<file path="src/rtl/mips32_pkg.sv">
// Shared definitions for the MIPS32 unified-memory arbiter: priority state,
// requester IDs, default bus widths and the winner-selection rule.
package mips32_pkg;

   localparam int DEF_ADDR_W = 10;
   localparam int DEF_DATA_W = 32;

   typedef enum logic {
      DATA_PRI  = 1'b0,
      FETCH_PRI = 1'b1
   } pri_state_t;

   typedef enum logic {
      REQ_IF = 1'b0,
      REQ_D  = 1'b1
   } req_id_t;

   // Only a tie is resolved by the priority state; a lone eligible requester always wins.
   function automatic req_id_t pick_winner(input pri_state_t st,
                                           input logic fetch_ok,
                                           input logic data_ok);
      if (fetch_ok && data_ok) return (st == FETCH_PRI) ? REQ_IF : REQ_D;
      else if (fetch_ok)       return REQ_IF;
      else                     return REQ_D;
   endfunction

endpackage

</file>
<file path="src/rtl/mips32_mem_arbiter_if.sv">
// Pipeline-side request/response bus plus memory-macro bus of the arbiter.
// slave is the arbiter's view; master is the pipeline/memory environment.
interface mips32_mem_arbiter_if
   import mips32_pkg::*;
#(
   parameter int ADDR_W = DEF_ADDR_W,
   parameter int DATA_W = DEF_DATA_W
);
   logic              if_req;
   logic [ADDR_W-1:0] if_addr;
   logic              if_flush;
   logic              if_gnt;
   logic              if_rvalid;
   logic [DATA_W-1:0] if_rdata;

   logic              d_req;
   logic              d_we;
   logic [ADDR_W-1:0] d_addr;
   logic [DATA_W-1:0] d_wdata;
   logic              d_gnt;
   logic              d_rvalid;
   logic [DATA_W-1:0] d_rdata;

   logic              halt;
   logic              busy;

   logic              mem_en;
   logic              mem_we;
   logic [ADDR_W-1:0] mem_addr;
   logic [DATA_W-1:0] mem_wdata;
   logic [DATA_W-1:0] mem_rdata;

   modport slave (
      input  if_req, if_addr, if_flush, d_req, d_we, d_addr, d_wdata, halt, mem_rdata,
      output if_gnt, if_rvalid, if_rdata, d_gnt, d_rvalid, d_rdata, busy,
             mem_en, mem_we, mem_addr, mem_wdata
   );

   modport master (
      output if_req, if_addr, if_flush, d_req, d_we, d_addr, d_wdata, halt, mem_rdata,
      input  if_gnt, if_rvalid, if_rdata, d_gnt, d_rvalid, d_rdata, busy,
             mem_en, mem_we, mem_addr, mem_wdata
   );
endinterface

</file>
<file path="src/rtl/mips32_starve_ctr.sv">
// Saturating count of consecutive denied fetch cycles; 'last' flags the
// count at which one more denial means fetch must be promoted.
module mips32_starve_ctr #(
   parameter int STARVE_MAX = 4
) (
   input  logic clk,
   input  logic rst_n,
   input  logic inc,
   input  logic clr,
   output logic last
);
   logic [3:0] cnt;

   // NOTE: state registers use non-blocking assignments so every flop samples
   // pre-edge values regardless of process evaluation order.
   always_ff @(posedge clk or negedge rst_n) begin
      if (!rst_n)                                cnt <= '0;
      else if (clr)                              cnt <= '0;
      else if (inc && (cnt != 4'(STARVE_MAX)))   cnt <= cnt + 4'd1;
   end

   assign last = (cnt == 4'(STARVE_MAX - 1));
endmodule

</file>
<file path="src/rtl/mips32_mem_arbiter.sv">
// Arbitrates the single-port unified memory between instruction fetch and the
// MEM stage: data-first priority with a starvation guard, flush and halt.
module mips32_mem_arbiter
   import mips32_pkg::*;
#(
   parameter int ADDR_W     = DEF_ADDR_W,
   parameter int DATA_W     = DEF_DATA_W,
   parameter int STARVE_MAX = 4
) (
   input logic                 clk,
   input logic                 rst_n,
   mips32_mem_arbiter_if.slave bus
);
   pri_state_t        pri_state, pri_next;
   req_id_t           winner;
   logic              fetch_ok, data_ok;
   logic              starve_last;
   logic              if_pend, d_pend;
   logic [ADDR_W-1:0] addr_q;
   logic [DATA_W-1:0] wdata_q;

   // Grants are gated by rst_n so nothing reaches the macro while reset is held.
   always_comb begin
      fetch_ok   = rst_n & ~bus.halt & bus.if_req & ~bus.if_flush;
      data_ok    = rst_n & ~bus.halt & bus.d_req;
      winner     = pick_winner(pri_state, fetch_ok, data_ok);
      bus.if_gnt = fetch_ok & (winner == REQ_IF);
      bus.d_gnt  = data_ok & (winner == REQ_D);
   end

   always_ff @(posedge clk or negedge rst_n) begin
      if (!rst_n) pri_state <= DATA_PRI;
      else        pri_state <= pri_next;
   end

   // NOTE: every combinational output gets a default first so no path leaves
   // it unassigned, which would infer a latch.
   always_comb begin
      pri_next = pri_state;
      case (pri_state)
         DATA_PRI:  if (bus.if_req && !bus.if_gnt && starve_last) pri_next = FETCH_PRI;
         FETCH_PRI: if (bus.if_gnt)                               pri_next = DATA_PRI;
      endcase
   end

   mips32_starve_ctr #(
      .STARVE_MAX (STARVE_MAX)
   ) u_starve (
      .clk   (clk),
      .rst_n (rst_n),
      .inc   (bus.if_req & ~bus.if_gnt & ~bus.if_flush & ~bus.halt),
      .clr   (bus.if_gnt | ~bus.if_req),
      .last  (starve_last)
   );

   // Idle cycles keep the last address/data on the macro pins.
   always_comb begin
      bus.mem_en    = bus.if_gnt | bus.d_gnt;
      bus.mem_we    = bus.d_gnt & bus.d_we;
      bus.mem_addr  = addr_q;
      bus.mem_wdata = wdata_q;
      if (bus.d_gnt) begin
         bus.mem_addr  = bus.d_addr;
         bus.mem_wdata = bus.d_wdata;
      end else if (bus.if_gnt) begin
         bus.mem_addr  = bus.if_addr;
      end
   end

   always_ff @(posedge clk or negedge rst_n) begin
      if (!rst_n) begin
         addr_q  <= '0;
         wdata_q <= '0;
         if_pend <= 1'b0;
         d_pend  <= 1'b0;
      end else begin
         addr_q  <= bus.mem_addr;
         wdata_q <= bus.mem_wdata;
         if_pend <= bus.if_gnt;
         d_pend  <= bus.d_gnt & ~bus.d_we;
      end
   end

   assign bus.if_rvalid = if_pend & ~bus.if_flush;
   assign bus.d_rvalid  = d_pend;
   assign bus.if_rdata  = bus.mem_rdata;
   assign bus.d_rdata   = bus.mem_rdata;
   assign bus.busy      = if_pend | d_pend;
endmodule

</file>
<file path="src/flat_wrapper.sv">
// flat-port wrapper written by rule: the top's interface ports become plain ports
module mips32_mem_arbiter_flat import mips32_pkg::*;
#(
   parameter int ADDR_W     = DEF_ADDR_W,
   parameter int DATA_W     = DEF_DATA_W,
   parameter int STARVE_MAX = 4
)
  (clk, rst_n, bus_if_req, bus_if_addr, bus_if_flush, bus_d_req, bus_d_we, bus_d_addr, bus_d_wdata, bus_halt, bus_mem_rdata, bus_if_gnt, bus_if_rvalid, bus_if_rdata, bus_d_gnt, bus_d_rvalid, bus_d_rdata, bus_busy, bus_mem_en, bus_mem_we, bus_mem_addr, bus_mem_wdata);
  mips32_mem_arbiter_if #(.ADDR_W(ADDR_W), .DATA_W(DATA_W)) bus_i ();
  input logic clk;
  input logic rst_n;
  input wire logic [$bits(bus_i.if_req)-1:0] bus_if_req;
  input wire logic [$bits(bus_i.if_addr)-1:0] bus_if_addr;
  input wire logic [$bits(bus_i.if_flush)-1:0] bus_if_flush;
  input wire logic [$bits(bus_i.d_req)-1:0] bus_d_req;
  input wire logic [$bits(bus_i.d_we)-1:0] bus_d_we;
  input wire logic [$bits(bus_i.d_addr)-1:0] bus_d_addr;
  input wire logic [$bits(bus_i.d_wdata)-1:0] bus_d_wdata;
  input wire logic [$bits(bus_i.halt)-1:0] bus_halt;
  input wire logic [$bits(bus_i.mem_rdata)-1:0] bus_mem_rdata;
  output wire logic [$bits(bus_i.if_gnt)-1:0] bus_if_gnt;
  output wire logic [$bits(bus_i.if_rvalid)-1:0] bus_if_rvalid;
  output wire logic [$bits(bus_i.if_rdata)-1:0] bus_if_rdata;
  output wire logic [$bits(bus_i.d_gnt)-1:0] bus_d_gnt;
  output wire logic [$bits(bus_i.d_rvalid)-1:0] bus_d_rvalid;
  output wire logic [$bits(bus_i.d_rdata)-1:0] bus_d_rdata;
  output wire logic [$bits(bus_i.busy)-1:0] bus_busy;
  output wire logic [$bits(bus_i.mem_en)-1:0] bus_mem_en;
  output wire logic [$bits(bus_i.mem_we)-1:0] bus_mem_we;
  output wire logic [$bits(bus_i.mem_addr)-1:0] bus_mem_addr;
  output wire logic [$bits(bus_i.mem_wdata)-1:0] bus_mem_wdata;
  assign bus_i.if_req = bus_if_req;
  assign bus_i.if_addr = bus_if_addr;
  assign bus_i.if_flush = bus_if_flush;
  assign bus_i.d_req = bus_d_req;
  assign bus_i.d_we = bus_d_we;
  assign bus_i.d_addr = bus_d_addr;
  assign bus_i.d_wdata = bus_d_wdata;
  assign bus_i.halt = bus_halt;
  assign bus_i.mem_rdata = bus_mem_rdata;
  assign bus_if_gnt = bus_i.if_gnt;
  assign bus_if_rvalid = bus_i.if_rvalid;
  assign bus_if_rdata = bus_i.if_rdata;
  assign bus_d_gnt = bus_i.d_gnt;
  assign bus_d_rvalid = bus_i.d_rvalid;
  assign bus_d_rdata = bus_i.d_rdata;
  assign bus_busy = bus_i.busy;
  assign bus_mem_en = bus_i.mem_en;
  assign bus_mem_we = bus_i.mem_we;
  assign bus_mem_addr = bus_i.mem_addr;
  assign bus_mem_wdata = bus_i.mem_wdata;
  mips32_mem_arbiter #(.ADDR_W(ADDR_W), .DATA_W(DATA_W), .STARVE_MAX(STARVE_MAX)) u_core (.clk(clk), .rst_n(rst_n), .bus(bus_i));
endmodule
</file>
<file path="config.mk">
export PLATFORM = sky130hd
export DESIGN_NAME = mips32_mem_arbiter_flat
export DESIGN_NICKNAME = d
export VERILOG_FILES = /design/src/rtl/mips32_pkg.sv /design/src/rtl/mips32_mem_arbiter_if.sv /design/src/rtl/mips32_starve_ctr.sv /design/src/rtl/mips32_mem_arbiter.sv /design/src/flat_wrapper.sv
export SDC_FILE = /design/constraint.sdc
export NUM_CORES = 1
export LEC_CHECK = 0
export BUFFER_PORTS_ARGS = -buffer_cell sky130_fd_sc_hd__buf_2
export CORE_MARGIN = 2
export CORE_UTILIZATION = 36
export CTS_CLUSTER_DIAMETER = 40
export DETAILED_ROUTE_END_ITERATION = 7
export HOLD_SLACK_MARGIN = 0.06
export PLACE_DENSITY = 0.82
export SETUP_SLACK_MARGIN = 0.15
export SLEW_MARGIN = 10
export SYNTH_ARGS = -nofsm -noshare
export SYNTH_HDL_FRONTEND = slang
export SYNTH_SLANG_ARGS = --single-unit
</file>
<file path="constraint.sdc">
create_clock -name clk -period 1.7 [get_ports clk]
set_clock_uncertainty 0.2 [all_clocks]
set_input_delay 0.34 -clock clk [delete_from_list [all_inputs] [get_ports clk]]
set_output_delay 0.34 -clock clk [all_outputs]
set_load 0.01 [all_outputs]
</file>
=== Word level (Yosys, flattened, before mapping) ===
Index checks and enable logic that the tools add are counted.
W data, S select, Z words.

* Register bits after elaboration: 49
* Output and inout bits: 113
* Word-level logic and storage cells: 48

* Add/sub/neg operators: 1
* Equality and inequality tests: 2
* Mux-type cells: 11
* Bitwise gates (word level): 22
* Reductions and logical operators: 6

{| class="wikitable"
|+ Operators by type and width
! kind !! count
|-
| $mux W32 || 1
|-
| $mux W10 || 2
|-
| $and A1 B1 Y1 || 12
|-
| $mux W4 || 2
|-
| $not A1 Y1 || 7
|-
| $mux W1 || 5
|-
| $add A4 B1 Y4 const B || 1
|-
| $eq A4 B2 Y1 const B || 1
|-
| $logic_and A1 B1 Y1 || 4
|-
| $ne A4 B3 Y1 const B || 1
|-
| $or A1 B1 Y1 || 3
|-
| $pmux W1 S2 || 1
|-
| $reduce_bool A2 Y1 || 1
|-
| $logic_not A1 Y1 || 1
|}

=== Depth between registers and ports, before layout ===
Gate-level depths: netlist (run 1).

* Depth in word-level cells: 15
* Mapped depth: 5

=== Modules after synthesis ===
From an unflattened synthesis (run 1), not the netlist that was laid out.

* Cells, all modules: 209
* Area, all modules: 2687.6 um^2

{| class="wikitable"
|+ Modules (own cells, without submodules)
! module !! instances !! cells each !! area each (um^2) !! seq. area each (um^2)
|-
| mips32_mem_arbiter || 1 || 184 || 2443.6 || 1126.1
|-
| mips32_starve_ctr || 1 || 25 || 244.0 || 100.1
|}

=== Least setup slack after synthesis (run 1) ===
OpenSTA, ideal clock, no wires.

* Path kind: input to output
* Start point: in bus_if_req
* End point: out bus_mem_wdata[24]
* Arrival: 1.320 ns
* Path slack: -0.160 ns
* Stages: 4
* Cell sequence: nor2b_2 a21oi_4 buf_4 mux2_1

* Cells in the longest elaborated chain, start to end: 6
* Elaborated cells on any way between the ends: 7

{| class="wikitable"
|+ RTL lines
! item !! line !! text
|-
| start: declaration || flat_wrapper.sv:12 || <nowiki>input wire logic [$bits(bus_i.if_req)-1:0] bus_if_req;</nowiki>
|-
| $and A1 B1 Y1 * (2 in series) || mips32_mem_arbiter.sv:24 || <nowiki>fetch_ok = rst_n & ~bus.halt & bus.if_req & ~bus.if_flush;</nowiki>
|-
| $mux W1 / $logic_and A1 B1 Y1 (equally long branches) || mips32_pkg.sv:23, mips32_pkg.sv:22 ||
|-
| $mux W1 * || mips32_pkg.sv:22 || <nowiki>if (fetch_ok && data_ok) return (st == FETCH_PRI) ? REQ_IF : REQ_D;</nowiki>
|-
| $and A1 B1 Y1 * || mips32_mem_arbiter.sv:28 || <nowiki>bus.d_gnt = data_ok & (winner == REQ_D);</nowiki>
|-
| net bus_d_gnt || flat_wrapper.sv:24 || <nowiki>output wire logic [$bits(bus_i.d_gnt)-1:0] bus_d_gnt;</nowiki>
|-
| $mux W32 * || mips32_mem_arbiter.sv:62 || <nowiki>if (bus.d_gnt) begin</nowiki>
|-
| end: declaration || flat_wrapper.sv:31 || <nowiki>output wire logic [$bits(bus_i.mem_wdata)-1:0] bus_mem_wdata;</nowiki>
|}

The timed path passes the listed nets; every way through them passes the cells marked *.

=== Worst setup path in the final report (run 1) ===
* Start point: reg u_core.pri_state
* End point: out bus_mem_addr[3]

* Cells in the longest elaborated chain, start to end: 6
* Elaborated cells on any way between the ends: 7

{| class="wikitable"
|+ RTL lines
! item !! line !! text
|-
| start: declaration || mips32_mem_arbiter.sv:14 || <nowiki>pri_state_t pri_state, pri_next;</nowiki>
|-
| start signal: assignment || mips32_mem_arbiter.sv:33 || <nowiki>else pri_state <= pri_next;</nowiki>
|-
| $mux W1 * (2 in series) || mips32_pkg.sv:22 ||
|-
| $not A1 Y1 || mips32_mem_arbiter.sv:27 || <nowiki>bus.if_gnt = fetch_ok & (winner == REQ_IF);</nowiki>
|-
| $and A1 B1 Y1 || mips32_mem_arbiter.sv:27 ||
|-
| $mux W10 || mips32_mem_arbiter.sv:65 || <nowiki>end else if (bus.if_gnt) begin</nowiki>
|-
| $mux W10 * || mips32_mem_arbiter.sv:62 ||
|-
| end: declaration || flat_wrapper.sv:30 || <nowiki>output wire logic [$bits(bus_i.mem_addr)-1:0] bus_mem_addr;</nowiki>
|}

Mark *: on every way between the ends. The rest lies on a longest branch, timed or not.

==> qor.yml, run 1 <==
timing:
  slew_headroom_pct: 57.38
  fin_crit_sh_pct: 133.5
  fin_ws_ns: -0.5702
  fmax_mhz: 440.5
  tightest_slew_ns: 0.6394
  fin_crit_ns: 2.270
  finalSetupTns_ns: -23.27
  grt_setup_unrepaired: "true"
  hold_violations: 0
  setup_viol: 48
  finalMaxSlewViolations: 0
run:
  maxCapViolCount: 0
synth:
  ys_types: 29
  ys_ff_latch: 49
  ys_warn_count: 0
  syn-cell-area_mm2: 0.002629
  synth.yosys.seq_area_share_pct: 46.64
  syn-num-nets: 301
  synth-edff-count: 0
  synth_flop_cell: "dfrtp_1"
  synthCells: 208
  async_reset_ff_share_pct: 100.0
  avgSynthCellArea_um2: 12.64
clock_tree:
  root_buffer: "clkbuf_8"
  path_clk_slew_ns: 0.09
  clk_latency_ns: 0.30
  htreeDepth: 2
  cts_made_buffers: 5
  clk_path_buf_depth: 2
  cts_tree: "built"
  clock-sinks: 49
floorplan:
  placementRows: 31
  core_area_mm2: 0.007176
  fp.dieArea_mm2: 0.008001
  die_height_um: 89.45
  chipWidth_um: 89.45
  ios: 204
  floorplan.initialDensity_pct: 36.63
power:
  leakagePower_uw: 0.001903
  power_density_mw_per_mm2: 909.3
  vdd_drop_max_mv: 0.4925
critical_path:
  critPathRequiredTime_ns: 1.16
  critical-path-slowest-cell: "dfrtp_2"
  r2r-start: "u_core.pri_state"
  path_cells: "nor2b_2 -> nand4b_1 -> buf_6 -> mux2_4 -> buf_6"
  max_stage_delay_ns: 0.45
  cp-startpoint: "u_core.pri_state"
  crit_top_cell: "buf_6"
  critPathCaptureType: "primary output"
  crit_arrival_ns: 1.73
  critPathKind: "reg2out"
  path_max_fanout: 5
  cp-start-kind: "flip-flop"
global_route:
  grt_overflow_total: 0
  grt_start_max_net_pins: 50
  track_usage_pct: 16.19
  grt_pass1_vias: 1904
  grt_pass1_wl_um: 9729
  grt_antenna_before_repair: 0
  gr-usage-met3_pct: 4.524
  met1_usage_pct: 19.38
  busiest_layer: "met2"
  met2_usage_pct: 27.34
final_layout:
  fillers: 601
  multi_input_area_mm2: 0.001049
  layout_commonest_cell: "buf_2"
  final_area_mm2: 0.003749
  seq_area_mm2: 0.001227
  nets: 383
  syn2layout_area_growth_pct: 42.60
  diodes: 0
  mostFrequentLayoutCells: "buf_2, buf_6, dfrtp_1, mux2_4, buf_4"
  drive_above_1_share_pct: 73.70
status:
  violations: "negative setup slack"
  status: "complete, but fails checks"
placed_design:
  place.port_buffers: 107
  place_area_mm2: 0.003039
  hpwl_um: 4277
  gp_congestion: 0.7718
  place_ws_ns: -0.4003
drt:
  vias_per_cell: 4.611
  drc: 0
  ant_nets: 0
  drt_iter0_drc: 106
  routed_wl_um: 6737
  drt_pass1_iterations: 4
  num_vias: 1789
  wl_per_cell_um: 17.36
min_path:
  hp-class: "in2reg"
  hp-start: "bus_d_wdata[8]"
[cells in the mapped netlist (all sizes together) (2+ instances only)]
library cell,instances,share of area [%]
ha,2,0.95
nor2,2,0.38
nor2b,4,1.0
buf,69,20
nor3,2,0.38
nand3,3,0.57
nand3b,2,1.0
inv,5,0.71
a21oi,5,1.4
o21ai,3,0.57
dfrtp,49,47
or2,2,0.48
mux2,52,23
[kinds of logic (layout without fill, tap and decap cells)]
group                    after synthesis  after routing  synth area share, %
AND/OR/NAND/NOR                       20             20                5.474
adder cells (fa/ha/maj)                2              2               0.9518
flip-flops                            49             49                46.64
multiplexers                          52             52                23.42
buffers and inverters                 74            155                20.56
AO/OA/AOI/OAI                         11             11                2.951
[report_power, final]
group	switching (uW)	leakage (uW)	total, uW	internal [uW]
clock	382	0.0000399	654	272
sequential	70.2	0.000592	1430	1360
combinational	475	0.00127	1320	847
[layout make-up]
cell class	count	area share [%]
clock buffer	5	1.836
clock inverter	1	0.1335
inverter	5	0.5007
multi-input combinational	85	27.97
sequential	49	32.74
tap	99	3.304
timing repair buffer	144	33.51
[per-layer routing]
| layer | vias to the layer above | part of all wire, % | routed length (um) |
|---|---|---|---|
| li1 | 801 | - | - |
| met1 | 890 | 39 | 2599 |
| met2 | 81 | 52 | 3520 |
| met3 | 17 | 6.9 | 464 |
| met4 | 0 | 2.3 | 153 |
| met5 | - | 0 | 0 |
[registers in the layout (all words and copies together) (netlist names)]
register             count
u_core.wdata_q          32
u_core.addr_q           10
u_core.u_starve.cnt      4
u_core.bus.d_rvalid      1
u_core.if_pend           1
u_core.pri_state         1
[critical path, delay by kind of cell (launching register included)]
family        cells  cell delay, ns
flops             1            0.45
simple gates      2            0.36
mux               1            0.32
buf+inv           2            0.30
[worst paths after layout]
kind	to	slack (ns)	depth (start not counted)
max in group asynchronous	u_core.pri_state	0.75	3
hold / removal	u_core.wdata_q[8]	0.08	2
setup / recovery	bus_mem_addr[3]	-0.57	5
hold reg to reg	u_core.wdata_q[29]	0.31	1
min in group asynchronous	u_core.addr_q[6]	0.10	3
setup reg to reg	u_core.addr_q[4]	-0.12	6
[through the flow]
| step | utilization [%] | hold WS (ns) | instances | total power, uW |
|---|---|---|---|---|
| global placement | 42.35 | 0.2742 | 360 | 2320 |
| global route | 52.24 | 0.06970 | 388 | 3576 |
| detailed placement | 42.35 | 0.2803 | 360 | 2360 |
| CTS | 50.17 | 0.07317 | 379 | 3374 |
| finish | 52.24 | 0.08041 | 388 | 3408 |
| floorplan | - | -0.1556 | 208 | 2134 |
[what timing repair did]
| item | CTS | global route |
|---|---|---|
| hold buffers | 1 | 0 |
| resized for setup | 63 | 14 |
| gates cloned | 3 | 2 |
| endpoints found under the setup margin | 71 | 94 |
| setup buffers | 9 | 7 |
| hold endpoints to repair | 1 | 0 |
| pin swaps | 1 | 4 |
Power figures use the tool's default switching activity.
==> run 2: changes to the inputs <==
BUFFER_PORTS_ARGS = -buffer_cell sky130_fd_sc_hd__buf_4   (was -buffer_cell sky130_fd_sc_hd__buf_2)
CORE_ASPECT_RATIO = 1.75   (was unset)
GPL_TIMING_DRIVEN = 0   (was unset)
==> qor.yml, run 2 (synthesis results as in run 1) <==
status:
  status: "complete, but fails checks"
  violations: "negative setup slack"
timing:
  tightest_slew_ns: 0.2904
  holdWs_ns: 0.09701
  fmax_mhz: 444.3
  slew_headroom_pct: 80.64
  fin_crit_sh_pct: 132.4
  setup_viol: 48
  fin_crit_ns: 2.251
  finalMaxSlewViolations: 0
  hold_violations: 0
  grt_setup_unrepaired: "true"
  fin_ws_ns: -0.5506
critical_path:
  path_cells: "a21oi_4 -> buf_12 -> buf_12 -> buf_12 -> mux2_4 -> buf_6"
  cp-startpoint: "u_core.pri_state"
  path_max_fanout: 7
  r2r-start: "u_core.pri_state"
  crit_arrival_ns: 1.71
  cp-start-kind: "flip-flop"
  timing.rr.end: "u_core.wdata_q[16]"
  critPathRequiredTime_ns: 1.16
  critPathKind: "reg2out"
  critPathCaptureType: "primary output"
  reg2reg_slack_ns: -0.01
  critPathTopFamily: "buffers and inverters"
  rr_worst_depth: 6
  path_buf_inv: 4
  crit_top_cell: "buf_12"
  critical-path-slowest-cell: "dfrtp_1"
  max_stage_delay_ns: 0.43
power:
  leakagePower_uw: 0.002660
  power_density_mw_per_mm2: 810.9
  vdd_drop_max_mv: 0.6372
  totalPowerFinal_uw: 4108
drt:
  drc: 0
  vias_per_cell: 4.563
  routed_wl_um: 7869
  num_vias: 2309
  drt_pass1_iterations: 4
  ant_nets: 0
  wl_per_cell_um: 15.55
  drt_iter0_drc: 42
global_route:
  grt_pass1_wl_um: 11540
  grt_pass1_vias: 2430
  grt_overflow_total: 0
  grt_start_max_net_pins: 27
  track_usage_pct: 19.36
  grt_antenna_before_repair: 0
placed_design:
  place_area_mm2: 0.004170
  place.port_buffers: 171
  dp.cells: 465
  gp_congestion: 0.7594
  hpwl_um: 5424
  place_ws_ns: -1.006
run:
  maxCapViolCount: 0
floorplan:
  placementRows: 41
  floorplan.initialDensity_pct: 36.87
  chipWidth_um: 68.60
  ios: 204
  die_height_um: 117.0
  core_area_mm2: 0.007131
  fp.dieArea_mm2: 0.008029
final_layout:
  layout_commonest_cell: "buf_4"
  nets: 512
  multi_input_area_mm2: 0.001054
  reg_top3: "u_core.wdata_q (32), u_core.addr_q (10), u_core.u_starve.cnt (4)"
  final_area_mm2: 0.005066
  diodes: 0
  largest_register_ffs: 32
  fin_cells: 506
  mostFrequentLayoutCells: "buf_4, buf_6, dfrtp_1, mux2_4, buf_12"
  fillers: 494
  seq_area_mm2: 0.001226
  syn2layout_area_growth_pct: 92.72
  drive_above_1_share_pct: 80.95
  top_register: "u_core.wdata_q"
min_path:
  hp-class: "in2reg"
  hp-start: "bus_d_wdata[11]"
  min_path_cells: 2
  min_to: "u_core.wdata_q[11]"
clock_tree:
  clk_path_buf_depth: 2
  clock-sinks: 49
  clk_latency_ns: 0.28
  path_clk_slew_ns: 0.07
  cts_made_buffers: 5
  htreeDepth: 2
  cts_tree: "built"
  root_buffer: "clkbuf_16"
==> run 2: worst max-delay path by stage <==
stage                        endpoint  slack (ns)  depth (start not counted)
detailed placement  bus_mem_wdata[15]       -1.01                          6
CTS                   bus_mem_addr[3]       -0.55                          5
global route        bus_mem_wdata[20]       -0.60                          6
floorplan           bus_mem_wdata[10]       -0.10                          4
finish              bus_mem_wdata[16]       -0.55                          6
global placement     bus_mem_wdata[7]       -0.97                          6
==> run 2: cell type report <==
| class | count | share of cell area, % |
|---|---|---|
| plain buffers | 69 | 11.11 |
| inverters | 5 | 0.3705 |
| well taps | 86 | 2.124 |
| flip-flops and latches | 49 | 24.20 |
| clock buffers | 6 | 2.741 |
| clock inverters | 2 | 0.2717 |
| multi-input cells | 85 | 20.80 |
| repair buffers | 204 | 38.38 |
==> run 2: worst register-to-register path: cells and delay by family (launching register included) <==
family	cells	cell delay, ns
buf+inv	4	0.50
flops	1	0.43
mux	1	0.31
compound gates	1	0.17
==> run 2: per-stage QoR <==
stage          setup TNS (ns)  utilization (%)
5_1_grt                -25.25            71.05
3_5_place_dp           -68.91            58.48
6_report               -22.68            71.05
3_3_place_gp           -65.57            58.48
4_1_cts                -22.67            69.31
2_1_floorplan          -3.589                -
==> run 2: routing by layer <==
| layer | GRT usage (%) | up-vias | wire [um] |
|---|---|---|---|
| li1 | - | 1054 | - |
| met1 | 19.84 | 1091 | 2454 |
| met3 | 5.258 | 11 | 896 |
| met4 | 6.133 | 0 | 142 |
| met2 | 36.47 | 153 | 4375 |
| met5 | 0 | - | 0 |
==> run 2: report_power, final <==
group | total (uW) | internal [uW] | switching (uW) | leakage, uW
logic | 1660 | 1090 | 569 | 0.00199
registers | 1430 | 1360 | 65.2 | 0.000593
clock network | 1020 | 586 | 433 | 0.0000768
total | 4110 | 3040 | 1070 | 0.00266
==> run 2: what timing repair did <==
item                       4_1_cts  5_1_grt
gates cloned                     4        0
pin swaps                        2        2
hold buffers                     3        2
setup endpoints to repair       96       89
hold endpoints to repair        50       23
gates resized for setup         76       12
buffers inserted                18        6
